[config.mk]
export PLATFORM = sky130hd
export DESIGN_NAME = spi_flash_read_sequencer
export DESIGN_NICKNAME = d
export VERILOG_FILES = /design/src/rtl/spi_seq_pkg.sv /design/src/rtl/wb_single_op_master.sv /design/src/rtl/spi_flash_read_sequencer.sv
export SDC_FILE = /design/constraint.sdc
export NUM_CORES = 1
export LEC_CHECK = 0
export CAP_MARGIN = 25
export CORE_ASPECT_RATIO = 1.4
export CORE_UTILIZATION = 50
export CTS_BUF_LIST = sky130_fd_sc_hd__clkbuf_8
export CTS_CLUSTER_DIAMETER = 150
export DETAILED_ROUTE_END_ITERATION = 10
export GPL_TIMING_DRIVEN = 0
export PLACE_DENSITY_LB_ADDON = 0.12
export RECOVER_POWER = 50
export SKIP_CTS_REPAIR_TIMING = 1
export SLEW_MARGIN = 40
export SYNTH_ARGS = -nofsm -noshare
export SYNTH_HDL_FRONTEND = slang
export SYNTH_HIERARCHICAL = 1
export SYNTH_SLANG_ARGS = --single-unit
[constraint.sdc]
create_clock -name clk -period 2.7 [get_ports clk]
set_clock_uncertainty 0.15 [all_clocks]
set_input_delay 0.54 -clock clk [delete_from_list [all_inputs] [get_ports clk]]
set_output_delay 0.54 -clock clk [all_outputs]
set_load 0.05 [all_outputs]
[src/rtl/spi_seq_pkg.sv]
// rtl/spi_seq_pkg.sv - shared constants and types for the SPI flash read sequencer
//
// Contents:
//   REG_CONFIG / REG_DATA / REG_INJECT  SPI master register addresses
//   CFG_SS_BIT / CFG_DISCARD_BIT        bit positions inside the config register
//   seq_state_t                         sequencer states, one per register operation
//   op_state_t                          single-op Wishbone handshake states
//   cfg_byte()                          builds a config register value

package spi_seq_pkg;

  localparam logic [7:0] REG_CONFIG = 8'h01;
  localparam logic [7:0] REG_DATA   = 8'h02;
  localparam logic [7:0] REG_INJECT = 8'h03;

  localparam int CFG_SS_BIT      = 0;
  localparam int CFG_DISCARD_BIT = 1;

  typedef enum logic [2:0] {
    ST_IDLE,
    ST_CS_ON,
    ST_CMD,
    ST_ADDR,
    ST_RX_ON,
    ST_INJECT,
    ST_READ,
    ST_CS_OFF
  } seq_state_t;

  typedef enum logic [1:0] {
    OP_IDLE,
    OP_ISSUE,
    OP_WAIT_ACK
  } op_state_t;

  // ss is the raw (active-low) chip-select level written to the SPI master.
  function automatic logic [7:0] cfg_byte(input logic ss, input logic discard);
    logic [7:0] b;
    b                  = 8'h00;
    b[CFG_SS_BIT]      = ss;
    b[CFG_DISCARD_BIT] = discard;
    return b;
  endfunction

endpackage

[src/rtl/wb_single_op_master.sv]
// rtl/wb_single_op_master.sv - runs one pipelined Wishbone transaction at a time
//
// Ports:
//   clk, sresetn               clock, synchronous active-low reset
//   start_i, we_i, addr_i,     operation request; accepted when idle or in the
//   wdata_i                    cycle the previous operation is acked
//   done_o, rdata_o            ack seen this cycle (combinational), read data
//   wb_stb_o, wb_we_o,         registered Wishbone master outputs
//   wb_addr_o, wb_dat_o
//   wb_ack_i, wb_stall_i,      Wishbone slave responses
//   wb_dat_i

module wb_single_op_master
  import spi_seq_pkg::*;
(
  input  logic       clk,
  input  logic       sresetn,
  input  logic       start_i,
  input  logic       we_i,
  input  logic [7:0] addr_i,
  input  logic [7:0] wdata_i,
  output logic       done_o,
  output logic [7:0] rdata_o,
  output logic       wb_stb_o,
  output logic       wb_we_o,
  output logic [7:0] wb_addr_o,
  output logic [7:0] wb_dat_o,
  input  logic       wb_ack_i,
  input  logic       wb_stall_i,
  input  logic [7:0] wb_dat_i
);

  op_state_t  state_q;
  logic       stb_q;
  logic       we_q;
  logic [7:0] addr_q;
  logic [7:0] dat_q;
  logic       free;

  // done is combinational so the caller can chain the next op into the ack
  // cycle, giving the next stb one cycle after the ack.
  assign done_o  = (state_q == OP_WAIT_ACK) && wb_ack_i;
  assign rdata_o = wb_dat_i;
  assign free    = (state_q == OP_IDLE) || done_o;

  assign wb_stb_o  = stb_q;
  assign wb_we_o   = we_q;
  assign wb_addr_o = addr_q;
  assign wb_dat_o  = dat_q;

  always_ff @(posedge clk) begin
    if (!sresetn) begin
      state_q <= OP_IDLE;
      stb_q   <= 1'b0;
      we_q    <= 1'b0;
      addr_q  <= 8'h00;
      dat_q   <= 8'h00;
    end else if (free && start_i) begin
      state_q <= OP_ISSUE;
      stb_q   <= 1'b1;
      we_q    <= we_i;
      addr_q  <= addr_i;
      dat_q   <= wdata_i;
    end else if ((state_q == OP_ISSUE) && !wb_stall_i) begin
      // ack is not looked at here: it can only follow an accepted stb
      state_q <= OP_WAIT_ACK;
      stb_q   <= 1'b0;
    end else if (done_o) begin
      state_q <= OP_IDLE;
    end
  end

endmodule

[src/rtl/spi_flash_read_sequencer.sv]
// rtl/spi_flash_read_sequencer.sv - drives the SPI master registers to perform flash READs
//
// Ports:
//   clk, sresetn                         clock, synchronous active-low reset
//   req_valid/req_ready/req_addr/req_len read request (len 0 is dropped)
//   busy                                 sequence in progress
//   m_axis_tvalid/tready/tdata/tlast     read data out, tlast on final byte
//   m_wb_*                               pipelined Wishbone master to the SPI master

module spi_flash_read_sequencer
  import spi_seq_pkg::*;
#(
  parameter int unsigned ADDR_BYTES = 3,
  parameter logic [7:0]  CMD_READ   = 8'h03
) (
  input  logic                    clk,
  input  logic                    sresetn,
  input  logic                    req_valid,
  output logic                    req_ready,
  input  logic [8*ADDR_BYTES-1:0] req_addr,
  input  logic [7:0]              req_len,
  output logic                    busy,
  output logic                    m_axis_tvalid,
  input  logic                    m_axis_tready,
  output logic [7:0]              m_axis_tdata,
  output logic                    m_axis_tlast,
  output logic [7:0]              m_wb_addr,
  output logic [7:0]              m_wb_dat_m2s,
  input  logic [7:0]              m_wb_dat_s2m,
  output logic                    m_wb_we,
  output logic                    m_wb_sel,
  output logic                    m_wb_stb,
  output logic                    m_wb_cyc,
  input  logic                    m_wb_ack,
  input  logic                    m_wb_stall
);

  localparam int unsigned AW = 8 * ADDR_BYTES;

  seq_state_t    state_q;
  logic          issued_q;   // op belonging to state_q is in flight
  logic [AW-1:0] addr_q;     // shifted left as address bytes are launched
  logic [2:0]    ab_q;       // address bytes launched
  logic [7:0]    len_q;
  logic [7:0]    rd_q;       // reads launched
  logic          cyc_q;
  logic          tvalid_q;
  logic          tlast_q;
  logic [7:0]    tdata_q;

  logic          op_done;
  logic [7:0]    op_rdata;
  logic          op_we;
  logic [7:0]    op_addr;
  logic [7:0]    op_wdata;

  logic          accept;
  seq_state_t    after_done;
  seq_state_t    tgt;
  logic          want;
  logic          out_free;
  logic          launch;

  always_comb begin
    accept = (state_q == ST_IDLE) && req_valid && (req_len != 8'd0);

    after_done = ST_IDLE;
    unique case (state_q)
      ST_CS_ON:  after_done = ST_CMD;
      ST_CMD:    after_done = ST_ADDR;
      ST_ADDR:   after_done = (ab_q == 3'(ADDR_BYTES)) ? ST_RX_ON : ST_ADDR;
      ST_RX_ON:  after_done = ST_INJECT;
      ST_INJECT: after_done = ST_READ;
      ST_READ:   after_done = (rd_q == len_q) ? ST_CS_OFF : ST_READ;
      ST_CS_OFF: after_done = ST_IDLE;
      default:   after_done = ST_IDLE;
    endcase

    // Which state's op may be started this cycle: a fresh request, an op that
    // was held back, or the successor of an op acked this cycle.
    if (state_q == ST_IDLE) begin
      tgt  = ST_CS_ON;
      want = accept;
    end else if (!issued_q) begin
      tgt  = state_q;
      want = 1'b1;
    end else begin
      tgt  = after_done;
      want = op_done && (after_done != ST_IDLE);
    end

    // A read ack this cycle fills the output register next cycle, so it
    // counts as full; otherwise it must be empty or draining now.
    out_free = (!tvalid_q || m_axis_tready) && !(op_done && (state_q == ST_READ));
    launch   = want && ((tgt != ST_READ) || out_free);

    op_we    = 1'b1;
    op_addr  = REG_CONFIG;
    op_wdata = 8'h00;
    case (tgt)
      ST_CS_ON:  op_wdata = cfg_byte(1'b0, 1'b1);
      ST_CMD: begin
        op_addr  = REG_DATA;
        op_wdata = CMD_READ;
      end
      ST_ADDR: begin
        op_addr  = REG_DATA;
        op_wdata = addr_q[AW-1 -: 8];
      end
      ST_RX_ON:  op_wdata = cfg_byte(1'b0, 1'b0);
      ST_INJECT: begin
        op_addr  = REG_INJECT;
        op_wdata = len_q;
      end
      ST_READ: begin
        op_we   = 1'b0;
        op_addr = REG_DATA;
      end
      ST_CS_OFF: op_wdata = cfg_byte(1'b1, 1'b0);
      default: ;
    endcase
  end

  always_ff @(posedge clk) begin
    if (!sresetn) begin
      state_q  <= ST_IDLE;
      issued_q <= 1'b0;
      addr_q   <= '0;
      ab_q     <= 3'd0;
      len_q    <= 8'd0;
      rd_q     <= 8'd0;
      cyc_q    <= 1'b0;
      tvalid_q <= 1'b0;
      tlast_q  <= 1'b0;
      tdata_q  <= 8'h00;
    end else begin
      if (accept) begin
        addr_q <= req_addr;
        len_q  <= req_len;
        ab_q   <= 3'd0;
        rd_q   <= 8'd0;
      end

      if (launch) begin
        issued_q <= 1'b1;
        if (tgt == ST_CS_ON) cyc_q <= 1'b1;
        if (tgt == ST_ADDR) begin
          addr_q <= addr_q << 8;
          ab_q   <= ab_q + 3'd1;
        end
        if (tgt == ST_READ) rd_q <= rd_q + 8'd1;
      end else if (op_done) begin
        issued_q <= 1'b0;
      end

      if (state_q == ST_IDLE) begin
        if (accept) state_q <= ST_CS_ON;
      end else if (issued_q && op_done) begin
        state_q <= after_done;
      end

      if (op_done && (state_q == ST_CS_OFF)) cyc_q <= 1'b0;

      if (op_done && (state_q == ST_READ)) begin
        tdata_q  <= op_rdata;
        tvalid_q <= 1'b1;
        tlast_q  <= (rd_q == len_q);
      end else if (tvalid_q && m_axis_tready) begin
        tvalid_q <= 1'b0;
        tlast_q  <= 1'b0;
      end
    end
  end

  wb_single_op_master u_op (
    .clk       (clk),
    .sresetn   (sresetn),
    .start_i   (launch),
    .we_i      (op_we),
    .addr_i    (op_addr),
    .wdata_i   (op_wdata),
    .done_o    (op_done),
    .rdata_o   (op_rdata),
    .wb_stb_o  (m_wb_stb),
    .wb_we_o   (m_wb_we),
    .wb_addr_o (m_wb_addr),
    .wb_dat_o  (m_wb_dat_m2s),
    .wb_ack_i  (m_wb_ack),
    .wb_stall_i(m_wb_stall),
    .wb_dat_i  (m_wb_dat_s2m)
  );

  assign req_ready     = (state_q == ST_IDLE);
  assign busy          = (state_q != ST_IDLE);
  assign m_wb_cyc      = cyc_q;
  assign m_wb_sel      = 1'b1;
  assign m_axis_tvalid = tvalid_q;
  assign m_axis_tdata  = tdata_q;
  assign m_axis_tlast  = tlast_q;

endmodule

==> summary.txt <==
Place
  • Buffers on Ports: 68
  • Pre-CTS setup slack: -0.531 ns
  • Dpl hpwl: 7040 um
  • Dpl cell area: 0.00468 sq mm
  • RD Place Congestion: 0.923

Route
  • Antenna-violating nets left: 0
  • DRT Pass-1 Iters: 4
  • Detailed-route vias per instance: 5.32
  • Iter 0 DRT Violations: 140
  • WL per Instance: 14.2 um
  • Residual DRC count: 0
  • Routed vias: 3511
  • WL final: 9370 um

Floorplan
  • Row count: 37
  • Core ar.: 0.00741 sq mm
  • Ports: 78
  • Die Y: 106 um
  • Starting Density: 52.1%
  • Die footprint: 0.00809 sq mm
  • Die X-Extent: 76.3 um

STA
  • Setup TNS: 0 ns
  • Hold Violations, Final: 0
  • Setup ws final: 0.0194 ns
  • RSZ-0062 raised after global routing: true
  • Slew headroom: 57.5%
  • Fmax: 0.373 GHz
  • Final slew viol count: 0
  • Worst-margin pin slew: 0.637 ns
  • Final Cycle Share: 99.3%
  • Final setup vio count: 0
  • Tmin final: 2.68 ns

Worst setup path
  • Worst Path Arrival: 2.78 ns
  • Crit path kind: in -> reg
  • CP endpoint kind: flop
  • Critical Path Start Type: input port
  • Worst-path fanout max: 5
  • Crit path largest cell delay: 0.58 ns
  • Worst path cell trace: clkdlybuf4s50_1 > nand2_1 > nor2_4 > nor2b_1 > a311o_1 > a211oi_1 > a211oi_2 > a21bo_1
  • CP max stage cell: a211oi_1
  • CP required: 2.80 ns
  • Top delay family on crit path: compound AO/OA/AOI/OAI gates
  • CP Buf/Inv Count: 1

Global routing
  • Initial antenna violation count: 0
  • GRT Util Overall: 24.4%
  • First-pass GRT wire length: 15500 um
  • Largest net degree at the start of global routing: 13
  • Vias in the first global route: 3360
  • GR Overflow Total: 0

Power and ir drop
  • Power Total: 2.86 mW
  • Sw frac: 26.6%
  • Reg power frac: 43.9%
  • Internal power: 2.10 mW
  • Comb power frac: 18.4%
  • Power per Cell Area: 571 mW/mm^2
  • Sw power: 761 uW
  • Leak pwr: 1.99 nW
  • Peak VDD IR: 0.389 mV
  • Clock power share: 37.7%

Synth
  • Synth Area per Inst: 8.24 sq um
  • Synth Register Bits: 78
  • Most used DFF post-synth: dfxtp_1
  • EDFF count, synth: 0
  • Synth Warn #: 6
  • Async set or reset register ratio after synthesis: 0%
  • Unique masters post-synth: 59
  • Synth Cell Area: 0.00386 sq mm
  • Sequential share of the synthesized area: 40.4%
  • Post-synthesis instance total: 469

Clocking
  • CTS clk-pin slew, worst paths: 0.07 ns
  • Num CTS Buffers: 9
  • Maximum root-to-sink buffer count: 2
  • CTS H-tree depth: 3
  • Clock Latency Late Sink: 0.36 ns
  • Root buf cell: clkbuf_8
  • TritonCTS clock tree: yes
  • # clock sinks: 78

Layout
  • Antenna cell count: 0
  • Finished Cell Area: 0.00501 sq mm
  • FILL cells: 658
  • Final #Nets: 607
  • Area Overhead vs Synth: 29.6%
  • Final Util: 67.6%
  • Layout cells sized above 1: 12.6%

Hold path
  • Worst min path class: in -> reg

Job
  • Max cap viols: 0

Status
  • Status: finished clean
## tightest hold or removal path, stage by stage
cell	delay [ns]
buf_4	0.11
nand2_1	0.05
a21oi_1	0.05
## sequential cells by signal, indices dropped and copies added (netlist names), 2 cells and up
name and count:
m_axis_tdata 8, u_op/state_q 2, u_op/wb_dat_o 8, len_q 8
rd_q 8, u_op/wb_addr_o 8, state_q 3, addr_q 24
ab_q 3
## logic make-up (layout without fill, tap and decap cells)
| family | after synthesis | after routing | share of synthesized area [%] |
|---|---|---|---|
| flops | 78 | 78 | 40.4 |
| fa+ha+maj | 3 | 3 | 0.972 |
| other cells | 2 | 7 | 0.194 |
| mux | 21 | 21 | 5.47 |
| buf+inv | 46 | 135 | 7.03 |
| compound gates | 103 | 103 | 19.7 |
| xor+xnor | 8 | 8 | 1.81 |
| simple gates | 208 | 208 | 24.4 |
## cell usage in the layout, fill, tap and decap left out, types with 3 or more instances in the layout
master,instances
ha_1,3
a311oi_1,12
and2_1,6
dfxtp_1,78
nand3_1,5
dlymetal6s2s_1,3
nand4_1,5
buf_2,9
buf_4,15
bufinv_16,3
a211oi_1,3
a22oi_1,6
clkbuf_8,11
inv_1,8
nor2_1,35
o21ai_1,7
o21a_1,3
nor2b_1,6
a21oi_1,33
xnor2_1,8
conb_1,7
mux2i_1,20
o21ai_0,8
nand2_1,126
o211ai_1,3
clkbuf_1,13
a21bo_1,4
a311oi_2,5
nor3_1,3
clkdlybuf4s50_1,65
## power by group through the flow
stage	sequential [mW]	clock [mW]	combinational [mW]
after floorplan	1.35	0	0.275
after global placement	1.28	0	0.511
after detailed placement	1.28	0	0.519
after CTS	1.25	1.09	0.521
after global routing	1.26	1.14	0.566
final	1.26	1.08	0.527
## area by class of cell
type	instances	area (sq um)	area share, %
tap	97	121	2.42
multi-input combinational	350	2080	41.5
clock buffer	11	151	3.02
sequential	78	1560	31.2
clock inverter	5	97.6	1.95
inverter	9	36.3	0.725
timing repair buffer	73	726	14.5
buffer	37	235	4.70
## layer usage
| layer | GRT usage (%) | vias to the layer above | part of all wire [%] |
|---|---|---|---|
| li1 | - | 1775 | - |
| met1 | 26.4 | 1638 | 41 |
| met2 | 45.5 | 88 | 53 |
| met3 | 3.26 | 10 | 4.0 |
| met4 | 13.3 | 0 | 1.7 |
| met5 | 0 | - | 0 |
## synth_stat cells (2+ instances only)
library cell / count / share of area [%]
a211oi_1: 3 / 0.58
a21bo_1: 4 / 1.0
a21boi_0: 4 / 0.78
a21oi_1: 33 / 4.3
a22oi_1: 6 / 1.2
a311oi_1: 12 / 2.7
a311oi_2: 5 / 1.9
and2_1: 6 / 0.97
and3_1: 2 / 0.32
buf_1: 2 / 0.19
buf_12: 2 / 1.0
buf_2: 9 / 1.2
buf_4: 10 / 1.9
buf_6: 2 / 0.58
clkbuf_1: 12 / 1.2
conb_1: 2 / 0.19
dfxtp_1: 78 / 40
ha_1: 3 / 0.97
inv_1: 6 / 0.58
mux2i_1: 20 / 5.2
nand2_1: 127 / 12
nand2b_1: 2 / 0.32
nand3_1: 5 / 0.65
nand4_1: 5 / 0.81
nor2_1: 36 / 3.5
nor2_2: 2 / 0.32
nor2b_1: 6 / 0.97
nor3_1: 3 / 0.39
nor4_4: 2 / 1.1
o211ai_1: 3 / 0.58
o21a_1: 3 / 0.58
o21ai_0: 11 / 1.4
o21ai_1: 4 / 0.52
o311ai_0: 2 / 0.45
o31ai_2: 2 / 0.65
or2_2: 2 / 0.32
or3_1: 2 / 0.32
or4_1: 3 / 0.58
xnor2_1: 8 / 1.8
## through the flow
stage	cells	hold slack (ns)
6_report	660	0.279
5_1_grt	660	0.273
4_1_cts	655	0.271
3_5_place_dp	639	0.298
3_3_place_gp	639	0.291
2_1_floorplan	474	0.287
## path summary, 6_finish.rpt
| check | from | slack (ns) | cells after the start | endpoint |
|---|---|---|---|---|
| hold / removal | m_wb_dat_s2m[1] | 0.28 | 3 | m_axis_tdata[1] |
| setup / recovery | m_wb_ack | 0.02 | 8 | rd_q[3] |
| hold reg to reg | m_axis_tdata[0] | 0.30 | 2 | m_axis_tdata[0] |
| setup reg to reg | ab_q[0] | 0.21 | 8 | rd_q[7] |
No activity file was read; power rests on OpenSTA's default activity.
